### src/rtl/core_pkg.sv
// rtl/core_pkg.sv - shared types and constants for core front-end blocks
package core_pkg;

  localparam int INST_CACHE_INDEX_BITS = 6;

  typedef enum logic [1:0] {
    IC_IDLE,
    IC_LOOKUP,
    IC_MISS,
    IC_RESPOND
  } inst_cache_state_t;

endpackage

### src/rtl/inst_cache_array.sv
// rtl/inst_cache_array.sv - direct-mapped tag/data storage with registered read and per-line valid flops
import core_pkg::*;

module inst_cache_array #(
  parameter int INDEX_BITS = INST_CACHE_INDEX_BITS,
  parameter int TAG_BITS   = 30 - INDEX_BITS
) (
  input  logic                  clk,
  input  logic                  reset,
  input  logic                  rd_en,
  input  logic [INDEX_BITS-1:0] rd_index,
  output logic                  rd_valid,
  output logic [TAG_BITS-1:0]   rd_tag,
  output logic [31:0]           rd_data,
  input  logic                  wr_en,
  input  logic [INDEX_BITS-1:0] wr_index,
  input  logic [TAG_BITS-1:0]   wr_tag,
  input  logic [31:0]           wr_data,
  input  logic                  clear_all
);

  localparam int LINES = 1 << INDEX_BITS;

  logic [TAG_BITS-1:0] tag_mem  [LINES];
  logic [31:0]         data_mem [LINES];
  logic [LINES-1:0]    valid_q;

  // Storage carries no reset so it can map onto RAM; only the valid bits matter after reset.
  always_ff @(posedge clk) begin
    if (wr_en) begin
      tag_mem[wr_index]  <= wr_tag;
      data_mem[wr_index] <= wr_data;
    end
    if (rd_en) begin
      rd_tag  <= tag_mem[rd_index];
      rd_data <= data_mem[rd_index];
    end
  end

  always_ff @(posedge clk or negedge reset) begin
    if (!reset) begin
      valid_q  <= '0;
      rd_valid <= 1'b0;
    end else begin
      if (clear_all) begin
        valid_q <= '0;
      end else if (wr_en) begin
        valid_q[wr_index] <= 1'b1;
      end
      if (rd_en) begin
        rd_valid <= valid_q[rd_index];
      end
    end
  end

endmodule

### src/rtl/inst_cache.sv
// rtl/inst_cache.sv - direct-mapped one-word-per-line instruction cache with single outstanding fill
import core_pkg::*;

module inst_cache #(
  parameter int INDEX_BITS = INST_CACHE_INDEX_BITS
) (
  input  logic        clk,
  input  logic        reset,
  input  logic [31:0] req_addr,
  input  logic        req_valid,
  output logic [31:0] req_data,
  output logic        req_ready,
  output logic [31:0] mem_addr,
  output logic        mem_valid,
  input  logic [31:0] mem_data,
  input  logic        mem_ready,
  input  logic        flush,
  output logic [31:0] hit_count,
  output logic [31:0] miss_count
);

  localparam int TAG_BITS = 30 - INDEX_BITS;

  inst_cache_state_t state_q, state_d;

  logic [31:2]         addr_q;
  logic [31:0]         data_q;
  logic                flush_pending_q;
  logic                flush_act;
  logic                accept;
  logic                lookup_hit;
  logic                fill;
  logic                rd_valid;
  logic [TAG_BITS-1:0] rd_tag;
  logic [31:0]         rd_data;
  logic                unused_addr_bits;

  assign unused_addr_bits = ^req_addr[1:0];

  // A flush (live or deferred) owns the IDLE cycle; the request waits one cycle behind it.
  assign flush_act  = (state_q == IC_IDLE) && (flush || flush_pending_q);
  assign accept     = (state_q == IC_IDLE) && req_valid && !flush_act;
  assign lookup_hit = rd_valid && (rd_tag == addr_q[31:INDEX_BITS+2]);
  assign fill       = (state_q == IC_MISS) && mem_ready;
  assign req_data   = data_q;

  inst_cache_array #(
    .INDEX_BITS (INDEX_BITS),
    .TAG_BITS   (TAG_BITS)
  ) u_array (
    .clk       (clk),
    .reset     (reset),
    .rd_en     (accept),
    .rd_index  (req_addr[INDEX_BITS+1:2]),
    .rd_valid  (rd_valid),
    .rd_tag    (rd_tag),
    .rd_data   (rd_data),
    .wr_en     (fill),
    .wr_index  (addr_q[INDEX_BITS+1:2]),
    .wr_tag    (addr_q[31:INDEX_BITS+2]),
    .wr_data   (mem_data),
    .clear_all (flush_act)
  );

  always_ff @(posedge clk or negedge reset) begin
    if (!reset) begin
      state_q <= IC_IDLE;
    end else begin
      state_q <= state_d;
    end
  end

  always_comb begin
    state_d   = state_q;
    req_ready = 1'b0;
    mem_valid = 1'b0;
    case (state_q)
      IC_IDLE: begin
        if (accept) begin
          state_d = IC_LOOKUP;
        end
      end
      IC_LOOKUP: begin
        state_d = lookup_hit ? IC_RESPOND : IC_MISS;
      end
      IC_MISS: begin
        mem_valid = 1'b1;
        if (mem_ready) begin
          state_d = IC_RESPOND;
        end
      end
      IC_RESPOND: begin
        req_ready = 1'b1;
        state_d   = IC_IDLE;
      end
      default: begin
        state_d = IC_IDLE;
      end
    endcase
  end

  always_ff @(posedge clk or negedge reset) begin
    if (!reset) begin
      addr_q          <= '0;
      data_q          <= '0;
      mem_addr        <= '0;
      flush_pending_q <= 1'b0;
      hit_count       <= '0;
      miss_count      <= '0;
    end else begin
      if (accept) begin
        addr_q <= req_addr[31:2];
      end
      if (state_q == IC_LOOKUP) begin
        if (lookup_hit) begin
          data_q    <= rd_data;
          hit_count <= hit_count + 32'd1;
        end else begin
          miss_count <= miss_count + 32'd1;
          mem_addr   <= {addr_q, 2'b00};
        end
      end
      if (fill) begin
        data_q <= mem_data;
      end
      if (flush_act) begin
        flush_pending_q <= 1'b0;
      end else if (flush) begin
        flush_pending_q <= 1'b1;
      end
    end
  end

endmodule

### config.mk
export PLATFORM = sky130hd
export DESIGN_NAME = inst_cache
export DESIGN_NICKNAME = d
export VERILOG_FILES = /design/src/rtl/core_pkg.sv /design/src/rtl/inst_cache_array.sv /design/src/rtl/inst_cache.sv
export SDC_FILE = /design/constraint.sdc
export NUM_CORES = 2
export LEC_CHECK = 0
export BUFFER_PORTS_ARGS = -buffer_cell sky130_fd_sc_hd__buf_2
export CAP_MARGIN = 25
export CORE_MARGIN = 2
export CORE_UTILIZATION = 40
export CTS_CLUSTER_DIAMETER = 150
export CTS_CLUSTER_SIZE = 10
export DETAILED_ROUTE_END_ITERATION = 8
export HOLD_SLACK_MARGIN = 0.03
export PLACE_DENSITY_LB_ADDON = 0.1
export SLEW_MARGIN = 40
export SYNTH_ARGS = -nofsm -noshare
export SYNTH_HDL_FRONTEND = slang
export SYNTH_SLANG_ARGS = --single-unit
export TNS_END_PERCENT = 5
### constraint.sdc
create_clock -name clk -period 9 [get_ports clk]
set_clock_uncertainty 0.1 [all_clocks]
set_input_delay 0.9 -clock clk [delete_from_list [all_inputs] [get_ports clk]]
set_output_delay 0.9 -clock clk [all_outputs]
set_load 0.05 [all_outputs]
-- Word level (Yosys, flattened, before mapping)
Memories as Yosys holds them, arrays and structs flattened. A register that Yosys moved wholly into a read port is not among the register bits.
Index checks and enable logic that the tools add are counted.
- muxes and demuxes: 19
- $lt $le $gt $ge: 3
- reductions and logical operators: 17
- bitwise logic cells: 2
- $add $sub $neg: 2
- equality and inequality tests: 6
- operators with widths (kind ; count):
    $mux 64 ; 2
    $mux 32 ; 3
    $add 32x1->32 const B ; 2
    $or 64x64->64 ; 1
    $eq 24x24->1 ; 1
    $lt 6x7->1 const B ; 2
    $mux 1 ; 9
    $pmux 2 s4 ; 1
    $reduce_and 2->1 ; 4
    $reduce_bool 2->1 ; 4
    $bmux 1 s6 ; 1
    $demux 1 s6 ; 1
    $ge 6x1->1 const B ; 1
    $logic_and 1x1->1 ; 6
    $eq 2x2->1 const B ; 2
    $mux 2 ; 2
    $ne 2x2->1 const B ; 2
    $eq 2x1->1 const B ; 1
    $logic_not 2->1 ; 1
    $logic_not 1->1 ; 1
    $logic_or 1x1->1 ; 1
    $not 1->1 ; 1
- output and inout port bits: 130
- memories kept: 2
- bits in writable memories: 3584
- bits of input ports: 69
- word-level logic and storage cells: 60
- flip-flop bits (word level): 224
- memory list (memory ; depth ; bits a word ; rd ports ; clocked after memory_dff ; wr ports ; RTL line ; RTL):
    u_array.data_mem ; 64 ; 32 ; 1 ; 1 ; 1 ; inst_cache_array.sv:25 ; logic [31:0] data_mem [LINES];
    u_array.tag_mem ; 64 ; 24 ; 1 ; 1 ; 1 ; inst_cache_array.sv:24 ; logic [TAG_BITS-1:0] tag_mem [LINES];

-- Depth between registers and ports, before layout
- word-level depth: 7
- gate-level depth with buffers: 12
- depth with buffers taken out: 7

-- Cells and area by module
A second synthesis with hierarchy kept.
- cells, all modules: 6323
- area total of the unflattened synthesis: 147880.6 µm²
- modules (own cells, without submodules) (module ; cells each ; seq. area each (µm²) ; times used ; area an instance (µm²)):
    inst_cache_array ; 5649 ; 110931.4 ; 1 ; 140253.3
    inst_cache ; 674 ; 3978.8 ; 1 ; 7627.3

-- Least setup slack after synthesis
No wires, ideal clock.
- path kind: reg-to-reg
- start point: register state_q[0]
- end point: memory u_array.data_mem[27][0] (enable)
- setup slack: 4.287 ns
- data required time: 8.428 ns
- arrival time: 4.141 ns
- cell stages (with the launch flop): 7
- library setup time: 0.472 ns
- period minus slack after synthesis: 4.713 ns
- path buffers: 0
- cells stage by stage: dfrtp_1 inv_1 ha_1 nand2_1 nor2_1 nand3_1 nor2_1
- longest elaborated chain between the ends: 4
- RTL lines (element ; RTL line ; RTL):
    start: declaration ; inst_cache.sv:24 ; inst_cache_state_t state_q, state_d;
    start signal: assignment ; inst_cache.sv:69 ; state_q <= state_d;
    $eq 2x2->1 ; inst_cache.sv:44 ; assign fill = (state_q == IC_MISS) && mem_ready;
    $logic_and 1x1->1 ; inst_cache.sv:44 ;
    $mux 1 ; inst_cache_array.sv:30 ; if (wr_en) begin
    $mux 1 (not written as such) ; inst_cache_array.sv:32 ; data_mem[wr_index] <= wr_data;
    end: declaration ; inst_cache_array.sv:25 ;
Every way passes these cells.

-- Worst setup path in the final report
- start point: register state_q[0]
- end point: memory u_array.tag_mem[11][7] (netlist name) (enable)
- longest elaborated chain between the ends: 4
- RTL lines (element ; RTL line ; RTL):
    $eq 2x2->1 ; inst_cache.sv:44 ;
    $logic_and 1x1->1 ; inst_cache.sv:44 ;
    $mux 1 ; inst_cache_array.sv:30 ;
    $mux 1 (not written as such) ; inst_cache_array.sv:31 ; tag_mem[wr_index] <= wr_tag;
    end: declaration ; inst_cache_array.sv:24 ;
Every way passes these cells.

==> metrics <==
status=complete, no violations; Antenna Nets Post-Route=0; WL final=430.9 mm; Synth Area per Inst=23.52 um^2; FMAX=0.2191 GHz; static leakage=0.05394 uW; vias in the first global route=71400; total power=41380 uW; Worst VDD drop=0.1929 mV; IO Port Bufs=194; post-layout instance area=0.1689 mm^2; CP Max Fanout=25; final hold viol count=0; Die Ht=610.6 um; Area Growth Syn to Fin=14.78%; GR Overflow Total=0; Finished Layout Cells=11900; H-tree Lvls=5; DR DRC count=0; most frequent cells after synthesis=edfxtp_1 (3640), mux4_2 (1101), dfrtp_1 (224), nand2_1 (195), clkbuf_1 (163); WP data arrival=5.05 ns; area share of the largest cell type after synthesis=0.7426; # nets final=6907; Mapped Cells=6258; GRT Resource Usage Total=0.2291; clock tree sinks=3864; mean routed wirelength per cell=36.23 um; class of the worst hold path=in2reg; dpl cells=11190; pwr dens=245.0 mW/mm^2; count leader, synth=edfxtp_1; DP HPWL=224.5 mm; Core Footprint=0.3661 mm^2; global-route wire length before repair=591.9 mm; total CTS buffers=424; top post-synthesis cells by area=edfxtp_1 (74%), mux4_2 (17%), dfrtp_1 (3.8%); Post-synth top flop=edfxtp_1; crit end category=register; startpoint types=register; WP data required=9.48 ns; DR pass1 iterations=6; setup TNS=0 ns; initial antenna violation count=18; vias per inst=5.920; row cnt=222; Synth warnings=0; fin crit share=0.5071; I/O pin count=199; CTS max path bufs=4; number of max-cap violations=0; die area=0.3729 mm^2; Post-synth EDFFs=3640; Post-CTS Setup Inserts=0; Die W=610.6 um; DP Area=0.1565 mm^2; headroom to the max-slew limit=0.3669; DR vias=70420; Unique masters post-synth=48; FF+latch count, synth=3864; unrepaired setup endpoints after global routing=false; min cycle time layout=4.564 ns; Slew @ Worst Pin=0.9497 ns; RD Place Congestion=0.7436; layout cells sized above 1=0.3036; ys async rst share=0.05797; CTS Root Cell=clkbuf_16; Slew Limit Fails=0; Hold Worst Slack=0.1224 ns; 1st-iter DRT viols=8312; CTS tree=done; Worst-Skew Late Latency=0.99 ns; Mapped Area=0.1472 mm^2; Setup-failing EPs final=0; Worst-path clk slew=0.06 ns; largest net degree at the start of global routing=119; post-synthesis sequential area ratio=0.7807; crit path kind=reg2reg; area leader, netlist=edfxtp_1; Starting Density=0.4021
## per-layer routing
metal / routed length, um / global-route usage
met1: 181200 / 0.3216
met3: 25360 / 0.02966
met2: 216200 / 0.3871
met5: 10 / 0
met4: 8172 / 0.04480
## area by class of cell
class,instances,area [um^2]
Tap cell,4816,6026
Inverter,18,75.07
Sequential cell,3864,114900
Multi-Input combinational cell,2048,31330
Timing Repair Buffer,475,4589
Fill cell,30350,197200
Antenna cell,3,7.507
Clock inverter,25,427.9
Clock buffer,646,11550
## cell families after synthesis
logic type / synth area share
AO/OA/AOI/OAI: 0.01387
other: 0.00002548
multiplexers: 0.1742
buffers and inverters: 0.01046
AND/OR/NAND/NOR: 0.01522
adder cells (fa/ha/maj): 0.0005950
flip-flops: 0.7807
XOR/XNOR: 0.004939
## placed cells by master, fill, tap and decap left out, drive strengths merged, types with 3 or more instances in the layout
master,netlist,layout
o21a,64,64
nor2,119,119
nand4,25,25
o22ai,6,6
nor2b,18,18
clkinv,0,11
xnor2,34,34
and2,6,6
nand3,39,39
edfxtp,3640,3640
nand2,195,195
dlygate4sd3,0,25
dfrtp,224,224
nand2b,9,9
clkbuf,163,646
a211oi,3,3
o21ai,4,4
mux2,32,32
and3,7,7
inv,18,32
nor4,30,30
xor2,49,49
ha,7,7
nor3,24,24
nand3b,3,3
a22o,13,13
mux2i,49,49
mux4,1101,1101
a21oi,47,47
a221oi,19,19
and4,5,5
buf,166,450
diode,0,3
a22oi,124,124
## power by group
part | switching (uW) | internal (uW)
Sequential | 321 | 21100
Clock | 6920 | 8750
Combinational | 3120 | 1130
Total | 10400 | 31000
## timing repair
action                    CTS  global route
hold endpoints to repair   76             0
hold buffers               25             0
gates resized for setup     0             0
## worst paths after layout
check	startpoint	to	slack, ns	cells after the start
setup / recovery	state_q[0]	u_array.tag_mem[11][7]	4.44	8
hold / removal	flush	flush_pending_q	0.12	3
setup reg to reg	state_q[0]	u_array.tag_mem[11][7]	4.44	8
hold reg to reg	hit_count[31]	hit_count[31]	0.36	1
max in group asynchronous	reset	req_data[27]	6.82	5
min in group asynchronous	reset	miss_count[30]	0.31	2
## sequential cells by signal, summed over array words and instances (netlist names), 24 cells and up
| name | count |
|---|---|
| u_array.data_mem | 2048 |
| u_array.tag_mem | 1536 |
| u_array.valid_q | 64 |
| hit_count | 32 |
| miss_count | 32 |
| req_data | 32 |
| u_array.rd_data | 32 |
| addr_q | 30 |
| mem_addr | 30 |
| u_array.rd_tag | 24 |
## worst max-delay path: stages (launching register included)
cell	delay, ns
dfrtp_1	0.40
inv_1	0.15
ha_1	0.27
nand2_4	0.26
nor2_1	0.37
nand3_2	0.43
nor2_4	0.57
buf_4	0.69
buf_4	0.76
## per-stage QoR
stage	worst slack (ns)	utilization
global placement	3.876	0.4241
floorplan	4.287	-
finish	4.436	0.4615
global route	4.240	0.4615
detailed placement	4.028	0.4276
CTS	4.396	0.4610
Note: power is estimated with default switching activity, not from simulation.
